$ cat config.mk
export PLATFORM = sky130hd
export DESIGN_NAME = qdma_desc_sched_flat
export DESIGN_NICKNAME = d
export VERILOG_FILES = /design/src/rtl/qdma_desc_sched_pkg.sv /design/src/rtl/qdma_desc_sched_if.sv /design/src/rtl/qdma_desc_sched_rr_pick.sv /design/src/rtl/qdma_desc_sched.sv /design/src/flat_wrapper.sv
export SDC_FILE = /design/constraint.sdc
export NUM_CORES = 1
export LEC_CHECK = 0
export CORE_UTILIZATION = 55
export DETAILED_ROUTE_END_ITERATION = 10
export GPL_TIMING_DRIVEN = 0
export PLACE_DENSITY = 0.86
export SYNTH_ARGS = -nofsm -noshare
export SYNTH_HDL_FRONTEND = slang
export SYNTH_HIERARCHICAL = 1
export SYNTH_SLANG_ARGS = --single-unit
$ cat constraint.sdc
create_clock -name user_clk -period 6.19 [get_ports user_clk]
set_clock_uncertainty 0.2 [all_clocks]
set_input_delay 0.9285 -clock user_clk [delete_from_list [all_inputs] [get_ports user_clk]]
set_output_delay 0.9285 -clock user_clk [all_outputs]
set_load 0.005 [all_outputs]
$ cat src/rtl/qdma_desc_sched_pkg.sv
// Shared types and constants for the QDMA descriptor scheduler slice.
package qdma_sched_pkg;

    typedef enum logic {
        IDLE,
        ISSUE
    } sched_state_e;

    localparam int unsigned STAT_WIDTH = 32;
    localparam int unsigned BURST_W    = 8;

endpackage

$ cat src/rtl/qdma_desc_sched_if.sv
// Counter-bank and DMA request signals of the descriptor scheduler.
interface qdma_desc_sched_if #(
    parameter int unsigned NUM_Q     = 8,
    parameter int unsigned QID_WIDTH = 3
);

    logic [NUM_Q-1:0]     q_desc_rdy;
    logic [NUM_Q-1:0]     q_en;
    logic [NUM_Q-1:0]     q_desc_dec;
    logic                 req_vld;
    logic                 req_rdy;
    logic [QID_WIDTH-1:0] req_qid;
    logic                 req_last;
    logic                 req_abort;
    logic                 sched_busy;

    modport master (
        input  q_desc_rdy, q_en, req_rdy,
        output q_desc_dec, req_vld, req_qid, req_last, req_abort, sched_busy
    );

    modport slave (
        output q_desc_rdy, q_en, req_rdy,
        input  q_desc_dec, req_vld, req_qid, req_last, req_abort, sched_busy
    );

endinterface

$ cat src/rtl/qdma_desc_sched_rr_pick.sv
// Combinational rotating priority encoder: first set bit of elig at or above start, wrapping at NUM_Q.
module rr_pick #(
    parameter int unsigned NUM_Q     = 8,
    parameter int unsigned QID_WIDTH = 3
) (
    input  logic [NUM_Q-1:0]     elig,
    input  logic [QID_WIDTH-1:0] start,
    output logic                 found,
    output logic [QID_WIDTH-1:0] qid
);

    localparam logic [QID_WIDTH:0] NUM_Q_W = (QID_WIDTH+1)'(NUM_Q);

    logic [2*NUM_Q-1:0] dbl;
    logic [NUM_Q-1:0]   rot;
    logic [QID_WIDTH:0] off;
    logic [QID_WIDTH:0] sum;

    // Doubling the vector turns the wrapping search into a plain LSB-first scan.
    assign dbl = {elig, elig} >> start;
    assign rot = dbl[NUM_Q-1:0];

    always_comb begin
        found = 1'b0;
        off   = '0;
        for (int unsigned i = 0; i < NUM_Q; i++) begin
            if (!found && rot[i]) begin
                found = 1'b1;
                off   = (QID_WIDTH+1)'(i);
            end
        end
    end

    assign sum = {1'b0, start} + off;
    assign qid = (sum >= NUM_Q_W) ? QID_WIDTH'(sum - NUM_Q_W) : sum[QID_WIDTH-1:0];

endmodule

$ cat src/rtl/qdma_desc_sched.sv
// Round-robin descriptor scheduler between the counter bank and the MM DMA request port.
// Optional per-queue request statistics: define QDMA_DESC_SCHED_STATS_EN.
module qdma_desc_sched
    import qdma_sched_pkg::*;
#(
    parameter int unsigned NUM_Q     = 8,
    parameter int unsigned QID_WIDTH = 3,
    parameter int unsigned MAX_BURST = 4
) (
    input  logic                   user_clk,
    input  logic                   user_reset,
    qdma_desc_sched_if.master      sched_if
`ifdef QDMA_DESC_SCHED_STATS_EN
    ,
    input  logic [QID_WIDTH-1:0]   stat_qid,
    output logic [STAT_WIDTH-1:0]  stat_cnt,
    input  logic                   stat_clr
`endif
);

    localparam logic [QID_WIDTH-1:0] LAST_Q     = QID_WIDTH'(NUM_Q - 1);
    localparam logic [BURST_W-1:0]   BURST_LAST = BURST_W'(MAX_BURST - 1);

    sched_state_e         state, state_d;
    logic [QID_WIDTH-1:0] rr_ptr, rr_ptr_d;
    logic [QID_WIDTH-1:0] req_qid, req_qid_d;
    logic [BURST_W-1:0]   burst_cnt, burst_cnt_d;
    logic [QID_WIDTH-1:0] next_q;
    logic [QID_WIDTH-1:0] pick_qid;
    logic                 pick_found;
    logic [NUM_Q-1:0]     elig;
    logic [NUM_Q-1:0]     dec;
    logic                 cur_ok;
    logic                 abort;

    assign elig   = sched_if.q_desc_rdy & sched_if.q_en;
    assign cur_ok = elig[req_qid];
    assign next_q = (req_qid == LAST_Q) ? '0 : req_qid + QID_WIDTH'(1);

    rr_pick #(
        .NUM_Q     (NUM_Q),
        .QID_WIDTH (QID_WIDTH)
    ) u_rr_pick (
        .elig  (elig),
        .start (rr_ptr),
        .found (pick_found),
        .qid   (pick_qid)
    );

    always_ff @(posedge user_clk or posedge user_reset) begin
        if (user_reset) begin
            state     <= IDLE;
            rr_ptr    <= '0;
            req_qid   <= '0;
            burst_cnt <= '0;
        end else begin
            state     <= state_d;
            rr_ptr    <= rr_ptr_d;
            req_qid   <= req_qid_d;
            burst_cnt <= burst_cnt_d;
        end
    end

    always_comb begin
        state_d     = state;
        rr_ptr_d    = rr_ptr;
        req_qid_d   = req_qid;
        burst_cnt_d = burst_cnt;
        dec         = '0;
        abort       = 1'b0;
        case (state)
            IDLE: begin
                if (pick_found) begin
                    req_qid_d   = pick_qid;
                    burst_cnt_d = '0;
                    state_d     = ISSUE;
                end
            end
            ISSUE: begin
                // A handshake takes precedence over a same-cycle loss of readiness.
                if (sched_if.req_rdy) begin
                    dec[req_qid] = 1'b1;
                    burst_cnt_d  = burst_cnt + BURST_W'(1);
                    if (burst_cnt == BURST_LAST || !cur_ok) begin
                        state_d  = IDLE;
                        rr_ptr_d = next_q;
                    end
                end else if (!cur_ok) begin
                    abort    = 1'b1;
                    state_d  = IDLE;
                    rr_ptr_d = next_q;
                end
            end
            default: state_d = IDLE;
        endcase
    end

    assign sched_if.req_vld    = (state == ISSUE);
    assign sched_if.req_qid    = req_qid;
    assign sched_if.req_last   = (state == ISSUE) && (burst_cnt == BURST_LAST);
    assign sched_if.q_desc_dec = dec;
    assign sched_if.req_abort  = abort;
    assign sched_if.sched_busy = (state != IDLE);

`ifdef QDMA_DESC_SCHED_STATS_EN
    localparam logic [QID_WIDTH:0] NUM_Q_W = (QID_WIDTH+1)'(NUM_Q);

    logic [STAT_WIDTH-1:0] stat_mem [NUM_Q];
    logic                  hs;

    assign hs = (state == ISSUE) && sched_if.req_rdy;

    always_ff @(posedge user_clk or posedge user_reset) begin
        if (user_reset) begin
            for (int unsigned i = 0; i < NUM_Q; i++) stat_mem[i] <= '0;
        end else if (stat_clr) begin
            for (int unsigned i = 0; i < NUM_Q; i++) stat_mem[i] <= '0;
        end else if (hs && (stat_mem[req_qid] != '1)) begin
            stat_mem[req_qid] <= stat_mem[req_qid] + STAT_WIDTH'(1);
        end
    end

    always_ff @(posedge user_clk or posedge user_reset) begin
        if (user_reset) begin
            stat_cnt <= '0;
        end else if ({1'b0, stat_qid} < NUM_Q_W) begin
            stat_cnt <= stat_mem[stat_qid];
        end else begin
            stat_cnt <= '0;
        end
    end
`endif

endmodule
$ cat src/flat_wrapper.sv
// flat-port wrapper written by rule: the top's interface ports become plain ports
module qdma_desc_sched_flat import qdma_sched_pkg::*;
#(
    parameter int unsigned NUM_Q     = 8,
    parameter int unsigned QID_WIDTH = 3,
    parameter int unsigned MAX_BURST = 4
)
  (user_clk, user_reset, sched_if_q_desc_rdy, sched_if_q_en, sched_if_req_rdy, sched_if_q_desc_dec, sched_if_req_vld, sched_if_req_qid, sched_if_req_last, sched_if_req_abort, sched_if_sched_busy);
  qdma_desc_sched_if #(.NUM_Q(NUM_Q), .QID_WIDTH(QID_WIDTH)) sched_if_i ();
  input  logic user_clk;
  input  logic user_reset;
  input wire logic [$bits(sched_if_i.q_desc_rdy)-1:0] sched_if_q_desc_rdy;
  input wire logic [$bits(sched_if_i.q_en)-1:0] sched_if_q_en;
  input wire logic [$bits(sched_if_i.req_rdy)-1:0] sched_if_req_rdy;
  output wire logic [$bits(sched_if_i.q_desc_dec)-1:0] sched_if_q_desc_dec;
  output wire logic [$bits(sched_if_i.req_vld)-1:0] sched_if_req_vld;
  output wire logic [$bits(sched_if_i.req_qid)-1:0] sched_if_req_qid;
  output wire logic [$bits(sched_if_i.req_last)-1:0] sched_if_req_last;
  output wire logic [$bits(sched_if_i.req_abort)-1:0] sched_if_req_abort;
  output wire logic [$bits(sched_if_i.sched_busy)-1:0] sched_if_sched_busy;
  assign sched_if_i.q_desc_rdy = sched_if_q_desc_rdy;
  assign sched_if_i.q_en = sched_if_q_en;
  assign sched_if_i.req_rdy = sched_if_req_rdy;
  assign sched_if_q_desc_dec = sched_if_i.q_desc_dec;
  assign sched_if_req_vld = sched_if_i.req_vld;
  assign sched_if_req_qid = sched_if_i.req_qid;
  assign sched_if_req_last = sched_if_i.req_last;
  assign sched_if_req_abort = sched_if_i.req_abort;
  assign sched_if_sched_busy = sched_if_i.sched_busy;
  qdma_desc_sched #(.NUM_Q(NUM_Q), .QID_WIDTH(QID_WIDTH), .MAX_BURST(MAX_BURST)) u_core (.user_clk(user_clk), .user_reset(user_reset), .sched_if(sched_if_i));
endmodule
==> results of run 1 <==
[area by class of cell]
class | count | area, um^2
multi-input combinational | 149 | 1110
tap | 31 | 38.8
sequential | 15 | 375
fill | 211 | 756
buffer | 10 | 68.8
clock buffer | 3 | 22.5
timing repair buffer | 33 | 330
inverter | 7 | 26.3
clock inverter | 1 | 5.00
[cell families after synthesis]
family,count (synthesis)
muxes,21
buffers and inverters,17
AOI/OAI and AO/OA,35
and+or+nand+nor,86
xor gates and xnor gates,2
DFF,15
adders and majority gates,5
[layer usage]
layer  share of wire, %  routed length [um]  vias to the layer above  global-route usage (%)
met5                  0                   0                        -                       0
met4                2.2                  89                        0                    12.1
met1                 45                1800                      705                    37.0
li1                   -                   -                      749                       -
met2                 46                1840                       70                    43.7
met3                7.1                 284                       10                    5.81
[per-stage QoR]
stage,hold slack (ps),cells,util [%],cell area [um^2]
6_report,302,249,72.4,1980
5_1_grt,335,249,72.4,1980
4_1_cts,298,249,72.4,1980
3_5_place_dp,282,245,71.4,1950
3_3_place_gp,271,245,71.4,1950
2_1_floorplan,246,181,-,1580
[cells in the mapped netlist (3+ instances only)]
master	instances	area share, %
nor2b_1	5	2.0
buf_4	3	1.4
nand4b_1	3	1.7
ha_1	4	3.2
mux4_2	5	7.1
nand3_1	7	2.2
nor2_1	15	3.6
mux2_2	4	2.8
buf_2	4	1.3
nand2b_1	6	2.4
nor3_1	7	2.2
mux2i_1	10	6.3
o21ai_0	9	2.8
nand2_1	17	4.0
o211ai_1	3	1.4
dfrtp_1	15	24
and2_1	9	3.6
inv_1	7	1.7
nor4_1	3	1.2
nand4_1	3	1.2
[report_power, final]
part           internal [mW]  leakage [nW]  total [mW]  switching [mW]
Sequential             0.132         0.193       0.183          0.0510
Combinational          0.322         0.634       0.629           0.307
Clock                 0.0241        0.0177      0.0579          0.0338
[registers in the layout, summed over array words and instances, names as in the netlist]
signal,cells
u_core/rr_ptr,3
u_core/sched_if.req_vld,1
u_core/burst_cnt,8
u_core/sched_if.req_qid,3
[path summary, 6_finish.rpt]
path / end / cells past startpoint
min in group asynchronous: u_core/burst_cnt[7] / 2
min: u_core/burst_cnt[7] / 1
max in group asynchronous: u_core/sched_if.req_qid[2] / 2
max: u_core/sched_if.req_qid[2] / 12
max reg2reg: u_core/sched_if.req_qid[2] / 11
min reg2reg: u_core/burst_cnt[7] / 1
==> results.toml, run 1 <==
[outcome]
status = "finished clean"

[floorplanning]
boundaryPins = 34
initial_core_util_pct = 57.8
core_area_um2 = 2730
die_y_um = 55.6
rows = 19
die_w_um = 55.6
die-area_um2 = 3090

[global_routing]
grt_pass1_vias = 1471
track_usage_pct = 27.8
grt_antenna_before_repair = 0
grt_pass1_wl_um = 6670
grt_remaining_overflow = 0
grt_max_degree = 16

[clocking]
cts_tree = "done"
cts_max_path_buffers = 2
clock_latency_ps = 300
cts_resized = 0
post_cts_buffers = 0
cts.sinks = 15
root_buffer = "clkbuf_4"
cts_buffers = 3
clkTransAtPathRegs_ps = 90
cts_hold_buf = 0
htreeDepth = 1

[critical_path]
cpLargestDelayFamily = "multiplexers"
cp_max_fo = 9
r2r_slack_ps = 2920
start_kind = "primary input"
cp-end-kind = "flip-flop"
slowest_stage = "mux4_2"
crit_chain = "clkdlybuf4s50_1, and2_1, mux4_2, nor2b_1, o211a_1, o211ai_2, o311ai_1, ha_1, fa_1, xor2_1, xnor2_1, mux2_2"
r2r-start = "u_core/rr_ptr[1]"
cp.required_ps = 6180
crit_start = "sched_if_q_desc_rdy[6]"
max_stage_delay_ps = 550
cp.buffers_inverters = 1
crit_type = "primary input to flip-flop"
crit_arrival_ps = 3980

[logic_synthesis]
synthSimpleGateAreaFrac_pct = 29.6
yosysSeqAreaShare_pct = 23.7
synth-edff-count = 0
postSynth.asyncResetShare_pct = 100
synthAdderAreaFrac_pct = 4.43
synth_compound_area_share_pct = 16.9
synthMuxAreaShare_pct = 18.2
ys_types = 54
synthesis.nets = 205
ys.flop_type = "dfrtp_1"
synth_area_um2 = 1580
synth_cells = 181
avgSynthCellArea_um2 = 8.74
synth_warnings = 6
synth_xor_area_share_pct = 1.11
synth_top_family_by_area = "simple AND/OR/NAND/NOR gates"
synth-seq-cells = 15

[sta]
layout_setup_ws_ps = 2190
drv_slew = 0
slew_headroom_pct = 61.7
setup_violations = 0
rsz0062_at_grt = "no"
finalHoldViolCount = 0
tns_ps = 0
fin_crit_ps = 4000
tightestPinTransition_ps = 575
fmax_mhz = 250
period_share_pct = 64.5

[placed_design]
portBuffers = 33
dp_hpwl_um = 3150
dp_worst_setup_slack_ps = 1900
gp_congestion = 0.933

[detailed_routing]
first_pass_iters = 5
vias = 1534
wl_um = 4010
routed_via_density = 6.16
drc = 0
ant_nets = 0
drtIter0Drc = 74
wl_per_cell_um = 16.1

[flow_run]
drv_cap = 0

[worst_hold_path]
holdCritStartpoint = "u_core/burst_cnt[7]"
hold_class = "flip-flop to flip-flop"

[layout]
layout-drive-gt1-share_pct = 14.7
fin_nets = 243
n_antenna_cell = 0
final_common_cell = "clkdlybuf4s50_1"
area_growth_pct = 25.1
most-common-layout-cells = "clkdlybuf4s50_1 (33), nand2_1 (17), nor2_1 (15), dfrtp_1 (15), mux2i_1 (10)"

[power_and_ir_drop]
p_leak_nw = 0.845
p_per_area_nw_per_um2 = 440
peakVddDrop_mv = 0.370
fin_total_pwr_mw = 0.870
Power figures use the tool's default switching activity.
==> inputs of run 2 (changes only) <==
--- a/config.mk
+++ b/config.mk
@@ -5,10 +5,10 @@
 export SDC_FILE = /design/constraint.sdc
 export NUM_CORES = 1
 export LEC_CHECK = 0
-export CORE_UTILIZATION = 55
+export CORE_UTILIZATION = 46
 export DETAILED_ROUTE_END_ITERATION = 10
 export GPL_TIMING_DRIVEN = 0
-export PLACE_DENSITY = 0.86
+export PLACE_DENSITY = 0.76
 export SYNTH_ARGS = -nofsm -noshare
 export SYNTH_HDL_FRONTEND = slang
 export SYNTH_HIERARCHICAL = 1
==> constraint.sdc (replaced) <==
create_clock -name user_clk -period 3.6 [get_ports user_clk]
set_clock_uncertainty 0.2 [all_clocks]
set_input_delay 0.54 -clock user_clk [delete_from_list [all_inputs] [get_ports user_clk]]
set_output_delay 0.54 -clock user_clk [all_outputs]
set_load 0.005 [all_outputs]
==> results.toml, run 2 (same netlist as run 1, synthesis figures left out) <==
[outcome]
status = "finished clean"

[sta]
setup_violations = 0
rsz0062_at_grt = "no"
fmax_mhz = 287
hold_ws_ps = 304
finalHoldViolCount = 0
period_share_pct = 96.9
tightestPinTransition_ps = 547
drv_slew = 0
fin_crit_ps = 3490
slew_headroom_pct = 63.5

[layout]
reg.largest.list = "u_core/burst_cnt (8), u_core/rr_ptr (3), u_core/sched_if.req_qid (3)"
largest_register_ffs = 8
area_growth_pct = 27.5
final_common_cell = "clkdlybuf4s50_1"
most-common-layout-cells = "clkdlybuf4s50_1 (33), nand2_1 (17), nor2_1 (15), dfrtp_1 (15), mux2i_1 (10)"
top_register = "u_core/burst_cnt"
layout-drive-gt1-share_pct = 17.9
fin_nets = 243
n_antenna_cell = 0

[detailed_routing]
vias = 1550
wl_um = 4060
drtIter0Drc = 138
wl_per_cell_um = 15.5
drc = 0
ant_nets = 0
routed_via_density = 5.92
first_pass_iters = 5

[clocking]
post_cts_buffers = 0
cts_tree = "done"
cts_max_path_buffers = 2
cts.sinks = 15
root_buffer = "clkbuf_4"
clkTransAtPathRegs_ps = 80
cts_buffers = 3
clock_latency_ps = 280
htreeDepth = 1

[floorplanning]
core_area_um2 = 3150
die_y_um = 60.6
rows = 20
die_w_um = 60.6
initial_core_util_pct = 50.2
boundaryPins = 34
die-area_um2 = 3680

[placed_design]
dp_hpwl_um = 3180
portBuffers = 33
gp_congestion = 0.831

[global_routing]
track_usage_pct = 24.1
grt_antenna_before_repair = 0
grt_pass1_wl_um = 6710
grt_max_degree = 16
grt_pass1_vias = 1457
grt_remaining_overflow = 0

[critical_path]
cp.required_ps = 3570
start_kind = "primary input"
crit_type = "primary input to flip-flop"
cp_max_fo = 6
cp-end-kind = "flip-flop"
crit_arrival_ps = 3460

[power_and_ir_drop]
fin_total_pwr_mw = 1.51
p_leak_nw = 0.848
p_per_area_nw_per_um2 = 748
peakVddDrop_mv = 0.438

[worst_hold_path]
hold_class = "flip-flop to flip-flop"

[flow_run]
drv_cap = 0
run 2: cell count changes in the layout (fill, tap and decap cells not counted), sizes merged:
cell	delta
clkbuf	+1
clkinv	-1
run 2: repair_timing:
action / 4_1_cts / 5_1_grt
endpoints found under the setup margin: 1 / 1
gates resized for setup: 1 / 11
hold buffers: 0 / 0
run 2: final timing paths:
path	slack, ps	start	to	cells past startpoint
worst max-delay path	110	sched_if_q_en[1]	u_core/sched_if.req_qid[2]	12
worst min-delay path	300	u_core/burst_cnt[7]	u_core/burst_cnt[7]	1
worst max register to register	390	u_core/rr_ptr[1]	u_core/sched_if.req_qid[2]	11
worst min register to register	300	u_core/burst_cnt[7]	u_core/burst_cnt[7]	1
max in group asynchronous	2430	user_reset	u_core/sched_if.req_vld	2
min in group asynchronous	400	user_reset	u_core/burst_cnt[1]	2
run 2: metal layers:
metal,vias to the layer above,global-route usage [%],wire length (um)
met5,-,0,0
met4,0,4.55,39
met3,6,4.48,237
met2,60,41.3,2020
met1,744,32.1,1760
li1,740,-,-
run 2: cell type report:
type | count | area [um^2]
Sequential cell | 15 | 375
Timing Repair Buffer | 33 | 330
Fill cell | 295 | 1140
Clock buffer | 4 | 26.3
Buffer | 10 | 68.8
Inverter | 7 | 26.3
Tap cell | 44 | 55.1
Multi-Input combinational cell | 149 | 1130
run 2: stage by stage:
stage	setup TNS [ps]	util, %	instances	cell area [um^2]	worst slack [ps]
finish	0	64.0	262	2020	110
global route	0	64.0	262	2020	32.4
CTS	0	63.3	262	1990	2.66
detailed placement	-400	62.4	258	1970	-317
global placement	-227	62.4	258	1970	-225
floorplan	0	-	181	1580	376
run 2: critical path, cell delays in order:
cell and delay [ps]:
clkdlybuf4s50_1 460, and2_1 240, inv_1 110, mux4_2 540, o211a_1 170, o211ai_2 140
o311ai_1 130, ha_2 210, fa_2 350, xor2_2 160, xnor2_1 160, mux2_2 270
run 2: power by group:
part | total, mW | leakage (nW) | switching [mW] | internal, mW
sequential | 0.309 | 0.193 | 0.0822 | 0.227
combinational | 1.11 | 0.640 | 0.533 | 0.574
clock | 0.0921 | 0.0150 | 0.0492 | 0.0430
==> inputs of run 3 (changes only) <==
--- a/config.mk
+++ b/config.mk
@@ -5,10 +5,10 @@
 export SDC_FILE = /design/constraint.sdc
 export NUM_CORES = 1
 export LEC_CHECK = 0
-export CORE_UTILIZATION = 46
+export CORE_UTILIZATION = 35
 export DETAILED_ROUTE_END_ITERATION = 10
 export GPL_TIMING_DRIVEN = 0
-export PLACE_DENSITY = 0.76
+export PLACE_DENSITY = 0.68
 export SYNTH_ARGS = -nofsm -noshare
 export SYNTH_HDL_FRONTEND = slang
 export SYNTH_HIERARCHICAL = 1
==> results.toml, run 3 (same netlist as run 1, synthesis figures left out) <==
[layout]
multi_input_area_um2 = 1140
fin_nets = 247
final-seq-area_um2 = 375
n_antenna_cell = 0
most-common-layout-cells = "clkdlybuf4s50_1 (32), nand2_1 (17), nor2_1 (15), dfrtp_1 (15), mux2i_1 (10)"
final_common_cell = "clkdlybuf4s50_1"
layout-drive-gt1-share_pct = 20.3
top_register = "u_core/burst_cnt"
final_cells = 274
largest_register_ffs = 8
nFillCells = 418
area_growth_pct = 31.5
reg.largest.list = "u_core/burst_cnt (8), u_core/rr_ptr (3), u_core/sched_if.req_qid (3)"

[global_routing]
track_usage_pct = 17.8
grt_pass1_vias = 1521
grt_pass1_wl_um = 7130
grt_remaining_overflow = 0
grt_antenna_before_repair = 0
grt_max_degree = 16

[clocking]
cts_buffers = 3
root_buffer = "clkbuf_8"
cts_hold_buf = 0
cts_tree = "done"
clkTransAtPathRegs_ps = 60
cts.sinks = 15
cts_max_path_buffers = 2
htreeDepth = 1
clock_latency_ps = 240

[sta]
slew_headroom_pct = 62.7
fin_crit_ps = 3520
tightestPinTransition_ps = 559
period_share_pct = 97.8
setup_violations = 0
drv_slew = 0
fmax_mhz = 284
hold_ws_ps = 295
finalHoldViolCount = 0
tns_ps = 0

[power_and_ir_drop]
p_leak_nw = 0.890
p_per_area_nw_per_um2 = 737
peakVddDrop_mv = 0.355

[critical_path]
cp-end-kind = "flip-flop"
r2r_slack_ps = 430
crit_type = "primary input to flip-flop"
crit_arrival_ps = 3450
r2r_end = "u_core/sched_if.req_qid[2]"
cp_max_fo = 6
cp.required_ps = 3530
reg2regPathDepth = 11
r2r-start = "u_core/rr_ptr[1]"
start_kind = "primary input"

[placed_design]
dp_hpwl_um = 3080
gp_congestion = 0.833
portBuffers = 33
post-place-cells = 266

[detailed_routing]
drc = 0
routed_via_density = 5.61
wl_um = 4040
ant_nets = 0
drtIter0Drc = 112
wl_per_cell_um = 14.7
first_pass_iters = 4
vias = 1538

[floorplanning]
die-area_um2 = 4790
initial_core_util_pct = 36.3
die_w_um = 69.2
rows = 24
boundaryPins = 34
core_area_um2 = 4350
die_y_um = 69.2

[worst_hold_path]
hold_depth = 1
hold_end = "u_core/burst_cnt[7]"
holdCritStartpoint = "u_core/burst_cnt[7]"
hold_class = "flip-flop to flip-flop"

[outcome]
status = "finished clean"

[flow_run]
drv_cap = 0
-- run 3: cell types whose count changed in the layout (fill, tap and decap cells not counted), moves of 3 or more --
| cell | change |
|---|---|
| and2_1 | -3 |
| and2_2 | +3 |
| buf_4 | +4 |
| clkbuf_4 | -3 |
| clkbuf_8 | +3 |
-- run 3: worst max-delay path, cell delays in order --
cell	delay, ps
clkdlybuf4s50_1	470
and2_4	190
mux4_2	470
nor2b_1	140
o211a_1	210
o211ai_2	150
o311ai_2	140
ha_2	210
fa_1	370
xor2_1	160
xnor2_1	130
mux2_2	260
-- run 3: metrics by stage --
step	setup slack [ps]	area [um^2]	util [%]	power [mW]
after detailed placement	-308	1980	45.4	1.37
after global routing	-0.668	2080	47.8	1.68
after CTS	20.9	2030	46.7	1.52
after global placement	-279	1980	45.4	1.36
after floorplan	376	1580	-	1.08
final	80.0	2080	47.8	1.53
-- run 3: routing by layer --
layer | part of all wire [%] | vias to the layer above | GRT usage [%]
li1 | - | 752 | -
met3 | 4.3 | 0 | 1.31
met1 | 45 | 749 | 24.1
met5 | 0 | - | 0
met2 | 51 | 37 | 31.7
met4 | 0 | 0 | 2.27
-- run 3: worst max-delay path by stage --
stage	startpoint	endpoint	slack, ps
4_1_cts	sched_if_q_desc_rdy[4]	u_core/sched_if.req_qid[2]	20
2_1_floorplan	sched_if_q_desc_rdy[6]	u_core/sched_if.req_qid[2]	380
3_5_place_dp	sched_if_q_desc_rdy[6]	u_core/sched_if.req_qid[2]	-310
3_3_place_gp	sched_if_q_desc_rdy[6]	u_core/sched_if.req_qid[2]	-280
6_report	sched_if_q_desc_rdy[4]	u_core/sched_if.req_qid[2]	80
5_1_grt	sched_if_q_en[7]	u_core/sched_if.req_qid[2]	-0.7
-- run 3: cell type report --
class	count	area share, %
Tap cell	52	3.13
Buffer	10	3.31
Clock buffer	4	2.17
Multi-Input combinational cell	149	54.6
Inverter	7	1.26
Sequential cell	15	18.1
Timing Repair Buffer	37	17.4
-- run 3: repair_timing --
item                       CTS  global route
setup endpoints to repair    1             1
setup buffers                1             3
gates resized for setup      3            12
pin swaps                    0             2
-- run 3: where the power goes --
| group | internal (mW) | switching (mW) |
|---|---|---|
| combinational | 0.575 | 0.518 |
| sequential | 0.227 | 0.0804 |
| clock | 0.0781 | 0.0531 |
